### src/rtl/id_ex_stage.sv
`timescale 1ns/1ps
// ID/EX pipeline register: captures decoded operands/control, forwards from EX/MEM and
// MEM/WB, and raises load-use hazards. Define IDEX_PERF_CNT_EN to add the bubble counter.
module id_ex_stage #(
  parameter int DW = 32,
  parameter int RW = 5
) (
  input  logic          clk,
  input  logic          rst,
  input  logic          stall,
  input  logic          flush,
  input  logic          in_valid,
  input  logic [RW-1:0] id_rs_addr,
  input  logic [RW-1:0] id_rt_addr,
  input  logic [RW-1:0] id_rd_addr,
  input  logic [DW-1:0] id_rs_data,
  input  logic [DW-1:0] id_rt_data,
  input  logic [DW-1:0] id_imm,
  input  logic [3:0]    id_alu_ctrl,
  input  logic          id_alu_src_imm,
  input  logic          id_reg_write,
  input  logic          id_mem_read,
  input  logic          id_mem_write,
  input  logic          id_mem_to_reg,
  input  logic          mem_reg_write,
  input  logic [RW-1:0] mem_rd_addr,
  input  logic [DW-1:0] mem_alu_res,
  input  logic          wb_reg_write,
  input  logic [RW-1:0] wb_rd_addr,
  input  logic [DW-1:0] wb_data,
  output logic          ex_valid,
  output logic [DW-1:0] alu_A,
  output logic [DW-1:0] alu_B,
  output logic [3:0]    alu_ctrl,
  output logic [DW-1:0] ex_store_data,
  output logic [RW-1:0] ex_rd_addr,
  output logic          ex_reg_write,
  output logic          ex_mem_read,
  output logic          ex_mem_write,
  output logic          ex_mem_to_reg,
  output logic          load_use_hazard
`ifdef IDEX_PERF_CNT_EN
  ,output logic [31:0]  bubble_cnt
`endif
);

  typedef struct packed {
    logic          valid;
    logic [RW-1:0] rs_addr;
    logic [RW-1:0] rt_addr;
    logic [RW-1:0] rd_addr;
    logic [DW-1:0] rs_data;
    logic [DW-1:0] rt_data;
    logic [DW-1:0] imm;
    logic [3:0]    alu_ctrl;
    logic          alu_src_imm;
    logic          reg_write;
    logic          mem_read;
    logic          mem_write;
    logic          mem_to_reg;
  } ex_t;

  ex_t ex_q, ex_d;
  logic [DW-1:0] fwd_rs, fwd_rt;

  function automatic logic [DW-1:0] fwd(input logic [RW-1:0] a, input logic [DW-1:0] stored);
    if (mem_reg_write && mem_rd_addr != '0 && mem_rd_addr == a)     fwd = mem_alu_res;
    else if (wb_reg_write && wb_rd_addr != '0 && wb_rd_addr == a)   fwd = wb_data;
    else                                                           fwd = stored;
  endfunction

  assign fwd_rs = fwd(ex_q.rs_addr, ex_q.rs_data);
  assign fwd_rt = fwd(ex_q.rt_addr, ex_q.rt_data);

  assign load_use_hazard = ex_q.valid & ex_q.mem_read & (ex_q.rd_addr != '0) & in_valid &
                           ((ex_q.rd_addr == id_rs_addr) | (ex_q.rd_addr == id_rt_addr));

  always_comb begin
    ex_d = ex_q;
    if (flush) begin
      ex_d = '0;
    end else if (stall) begin
      // Refresh held operands so a producer retiring mid-stall is captured.
      ex_d.rs_data = fwd_rs;
      ex_d.rt_data = fwd_rt;
    end else if (load_use_hazard) begin
      ex_d = '0;
    end else begin
      ex_d.valid       = in_valid;
      ex_d.rs_addr     = id_rs_addr;
      ex_d.rt_addr     = id_rt_addr;
      ex_d.rd_addr     = id_rd_addr;
      ex_d.rs_data     = id_rs_data;
      ex_d.rt_data     = id_rt_data;
      ex_d.imm         = id_imm;
      ex_d.alu_ctrl    = id_alu_ctrl;
      ex_d.alu_src_imm = id_alu_src_imm;
      ex_d.reg_write   = in_valid & id_reg_write;
      ex_d.mem_read    = in_valid & id_mem_read;
      ex_d.mem_write   = in_valid & id_mem_write;
      ex_d.mem_to_reg  = in_valid & id_mem_to_reg;
    end
  end

  always_ff @(posedge clk) begin
    if (rst) ex_q <= '0;
    else     ex_q <= ex_d;
  end

  assign ex_valid      = ex_q.valid;
  assign alu_A         = fwd_rs;
  assign alu_B         = ex_q.alu_src_imm ? ex_q.imm : fwd_rt;
  assign alu_ctrl      = ex_q.alu_ctrl;
  assign ex_store_data = fwd_rt;
  assign ex_rd_addr    = ex_q.rd_addr;
  assign ex_reg_write  = ex_q.valid & ex_q.reg_write;
  assign ex_mem_read   = ex_q.valid & ex_q.mem_read;
  assign ex_mem_write  = ex_q.valid & ex_q.mem_write;
  assign ex_mem_to_reg = ex_q.valid & ex_q.mem_to_reg;

`ifdef IDEX_PERF_CNT_EN
  logic [31:0] bubble_cnt_q;
  always_ff @(posedge clk) begin
    if (rst)                                    bubble_cnt_q <= '0;
    else if (flush | (load_use_hazard & ~stall)) bubble_cnt_q <= bubble_cnt_q + 32'd1;
  end
  assign bubble_cnt = bubble_cnt_q;
`endif

endmodule

### config.mk
export PLATFORM = sky130hd
export DESIGN_NAME = id_ex_stage
export DESIGN_NICKNAME = d
export VERILOG_FILES = /design/src/rtl/id_ex_stage.sv
export SDC_FILE = /design/constraint.sdc
export NUM_CORES = 1
export LEC_CHECK = 0
export CORE_MARGIN = 1
export CORE_UTILIZATION = 44
export DETAILED_ROUTE_END_ITERATION = 6
export PLACE_DENSITY = 0.86
export SETUP_SLACK_MARGIN = 0.02
export SYNTH_ARGS = -nofsm -noshare
export SYNTH_HDL_FRONTEND = slang
export SYNTH_SLANG_ARGS = --single-unit
### constraint.sdc
create_clock -name clk -period 5.9 [get_ports clk]
set_input_delay 1.77 -clock clk [delete_from_list [all_inputs] [get_ports clk]]
set_output_delay 1.77 -clock clk [all_outputs]
set_load 0.05 [all_outputs]
==> impl_metrics.sql <==
INSERT INTO impl_metrics (metric_group, metric, value, unit) VALUES
('status', 'outcome', 'finished, final reports clean', ''),
('synthesis', 'synth_top_area_share', '37.9', '%'),
('grt', 'grt_util_all_layers', '35.4', '%'),
('synthesis', 'synth_top_area_cell', 'sky130_fd_sc_hd__dfxtp_1', ''),
('critical_path', 'cp_data_required_time', '4130', 'ps'),
('critical_path', 'endpoint_kind', 'output pin', ''),
('place', 'dpl_worst_slack', '2.50', 'ps'),
('clock_network', 'ctsLongestPathBuffers', '2', ''),
('layout', 'areaGrowthSynthToFinish', '67.2', '%'),
('die', 'core.rowCount', '43', ''),
('critical_path', 'crit_type', 'primary input to output pin', ''),
('die', 'floorplan.initialDensity', '45.5', '%'),
('place', 'placement.io_buffers', '311', ''),
('die', 'die_width', '122', 'microns'),
('place', 'hpwl_dp', '18200', 'microns'),
('power_and_ir_drop', 'total_power', '2.57', 'mW'),
('die', 'coreArea', '14000', 'sq um'),
('sta', 'timing.final.hold_violations', '0', ''),
('detailed_routing', 'viasPerCell', '6.50', ''),
('critical_path', 'critical-path-slowest-cell', 'sky130_fd_sc_hd__clkdlybuf4s50_1', ''),
('flow_run', 'max_cap_violations', '0', ''),
('synthesis', 'postSynthNetCount', '893', ''),
('synthesis', 'synth_area_leaders', 'sky130_fd_sc_hd__dfxtp_1 (38%), sky130_fd_sc_hd__a22o_1 (16%), sky130_fd_sc_hd__o31ai_1 (7.5%)', ''),
('sta', 'setup_ws', '45.4', 'ps'),
('critical_path', 'critPathLaunch', 'wb_rd_addr[1]', ''),
('sta', 'timing_worst_slew_pin_value', '970', 'ps'),
('min_path', 'hold_path_depth', '1', ''),
('layout', 'final-instance-count-excl-fill', '1169', ''),
('critical_path', 'reg2reg_slack', '3190', 'ps'),
('clock_network', 'cts_tree', 'built', ''),
('layout', 'insertedDiodeCount', '0', ''),
('detailed_routing', 'drt-initial-drc-count', '866', ''),
('place', 'post_dp_cell_area', '9830', 'sq um'),
('grt', 'grt_max_degree', '118', ''),
('sta', 'clock_skew', '6.04', 'ps'),
('synthesis', 'synth.yosys.seq_area_share', '37.9', '%'),
('synthesis', 'post_synthesis_cell_area', '6390', 'sq um'),
('sta', 'setup-tns-final', '0', 'ps'),
('clock_network', 'clockRootBuffer', 'sky130_fd_sc_hd__clkbuf_16', ''),
('detailed_routing', 'drt_pre_antenna_iters', '6', ''),
('min_path', 'min-delay-start', 'ex_q[0]$_SDFFE_PP0N_', ''),
('critical_path', 'crit_chain', 'clkdlybuf4s50_1 > buf_4 > xor2_1 > or3_4 > buf_4 > o31ai_2 > a31oi_2 > mux2_2 > buf_4', ''),
('die', 'die_h', '122', 'microns'),
('place', 'gp_routability_congestion', '0.865', ''),
('critical_path', 'crit_path_max_fanout', '14', ''),
('sta', 'grt_setup_unrepaired', 'true', ''),
('detailed_routing', 'drt_drc_violations_left', '0', ''),
('layout', 'post-route-util', '76.1', '%'),
('clock_network', 'cts.sink_count', '121', ''),
('critical_path', 'kind_of_start_point_of_the_critical_path', 'primary input', ''),
('clock_network', 'tritoncts.num_buffers', '17', ''),
('power_and_ir_drop', 'powerDensity', '240', 'nW/um^2'),
('grt', 'grt_pass1_wl', '40200', 'microns'),
('grt', 'grt_overflow', '0', ''),
('sta', 'finalCriticalPeriod', '5850', 'ps'),
('critical_path', 'worst_path_most_repeated_cell', 'sky130_fd_sc_hd__buf_4', ''),
('die', 'fp.dieArea', '15000', 'sq um'),
('sta', 'hold-worst-slack', '457', 'ps'),
('critical_path', 'worst_reg2reg_path_startpoint', 'ex_rd_addr[0]$_SDFFE_PP0N_', ''),
('clock_network', 'cts.reportedPaths.clkPinSlew', '50', 'ps'),
('synthesis', 'ys.warnings.count', '0', ''),
('place', 'placedCellCount', '1131', ''),
('detailed_routing', 'routedWlPerCell', '23.5', 'microns'),
('detailed_routing', 'route.vias.total', '7603', ''),
('layout', 'design_area', '10700', 'sq um'),
('synthesis', 'syn_inst', '692', ''),
('sta', 'final-max-slew-violation-count', '0', ''),
('critical_path', 'data_arrival_time_of_the_critical_path', '4080', 'ps'),
('sta', 'total_setup_violations_reported_at_the_end_of_the_flow', '0', ''),
('synthesis', 'synth.ff_latch_count', '121', ''),
('grt', 'first_global_vias', '7324', '');
==> final cells by class <==
cell class,instances,area (sq um)
fill,951,3360
clock inverter,9,125
multi-input combinational,471,3940
timing repair buffer,367,3520
sequential,121,2420
tap,180,225
clock buffer,21,450
==> power by group <==
part,switching [mW],internal [mW]
clock network,0.370,0.667
registers,0.0190,0.846
logic,0.379,0.286
==> sequential cells by signal, summed over array words and instances (netlist names) <==
signal      cells
alu_ctrl        4
ex_q          111
ex_rd_addr      5
ex_valid        1
==> cell families (layout without fill, tap and decap cells) <==
| family | after synthesis | in the layout | share of synthesized area (%) |
|---|---|---|---|
| AO/OA/AOI/OAI | 256 | 256 | 31.8 |
| AND/OR/NAND/NOR | 153 | 153 | 13.6 |
| flip-flops | 121 | 121 | 37.9 |
| buffers and inverters | 100 | 397 | 6.97 |
| multiplexers | 32 | 32 | 5.64 |
| XOR/XNOR | 30 | 30 | 4.11 |
==> repair_timing <==
action / 4_1_cts / 5_1_grt
buffers inserted: 3 / 4
setup endpoints to repair: 14 / 65
pin swaps: 2 / 6
gates resized for setup: 7 / 34
cloned: 1 / 0
==> worst paths after layout <==
path                                             end
worst max register to register   ex_q[77]$_SDFF_PP0_
worst min register to register  ex_q[0]$_SDFFE_PP0N_
worst max-delay path                       alu_B[19]
worst min-delay path            ex_q[0]$_SDFFE_PP0N_
==> cell usage in the layout (no fill, tap or decap), drive strengths merged, types with 10 or more instances in the layout <==
cell	instances
clkdlybuf4s50	213
buf	152
dfxtp	121
a22o	117
nand4	66
nor3	66
o31ai	64
a31oi	64
mux2	32
clkbuf	21
xnor2	20
xor2	10
==> layer usage <==
metal | up-vias | wire length [microns] | track usage [%]
li1 | 3337 | - | -
met1 | 3648 | 10400 | 41.0
met2 | 524 | 13300 | 59.1
met3 | 94 | 2680 | 10.0
met4 | 0 | 1110 | 18.9
met5 | - | 0 | 0
==> cells in the mapped netlist <==
library cell and number:
sky130_fd_sc_hd__nor2_1 2, sky130_fd_sc_hd__nand4_1 66, sky130_fd_sc_hd__buf_1 1, sky130_fd_sc_hd__o31ai_1 64, sky130_fd_sc_hd__or2_2 4, sky130_fd_sc_hd__or3_1 2, sky130_fd_sc_hd__a2111oi_4 1, sky130_fd_sc_hd__nand3_1 2
sky130_fd_sc_hd__or4_1 3, sky130_fd_sc_hd__xnor2_1 20, sky130_fd_sc_hd__o21ai_2 1, sky130_fd_sc_hd__mux2_2 32, sky130_fd_sc_hd__buf_2 17, sky130_fd_sc_hd__nand2_1 2, sky130_fd_sc_hd__a31oi_1 64, sky130_fd_sc_hd__xor2_1 10
sky130_fd_sc_hd__and2_1 5, sky130_fd_sc_hd__a32o_1 4, sky130_fd_sc_hd__buf_4 13, sky130_fd_sc_hd__clkbuf_1 69, sky130_fd_sc_hd__nor3_1 66, sky130_fd_sc_hd__o211ai_2 2, sky130_fd_sc_hd__a22o_1 117, sky130_fd_sc_hd__o211a_1 1
sky130_fd_sc_hd__dfxtp_1 121, sky130_fd_sc_hd__o21a_1 1, sky130_fd_sc_hd__o22ai_1 1, sky130_fd_sc_hd__nor3b_1 1
Note: power is estimated with default switching activity, not from simulation.
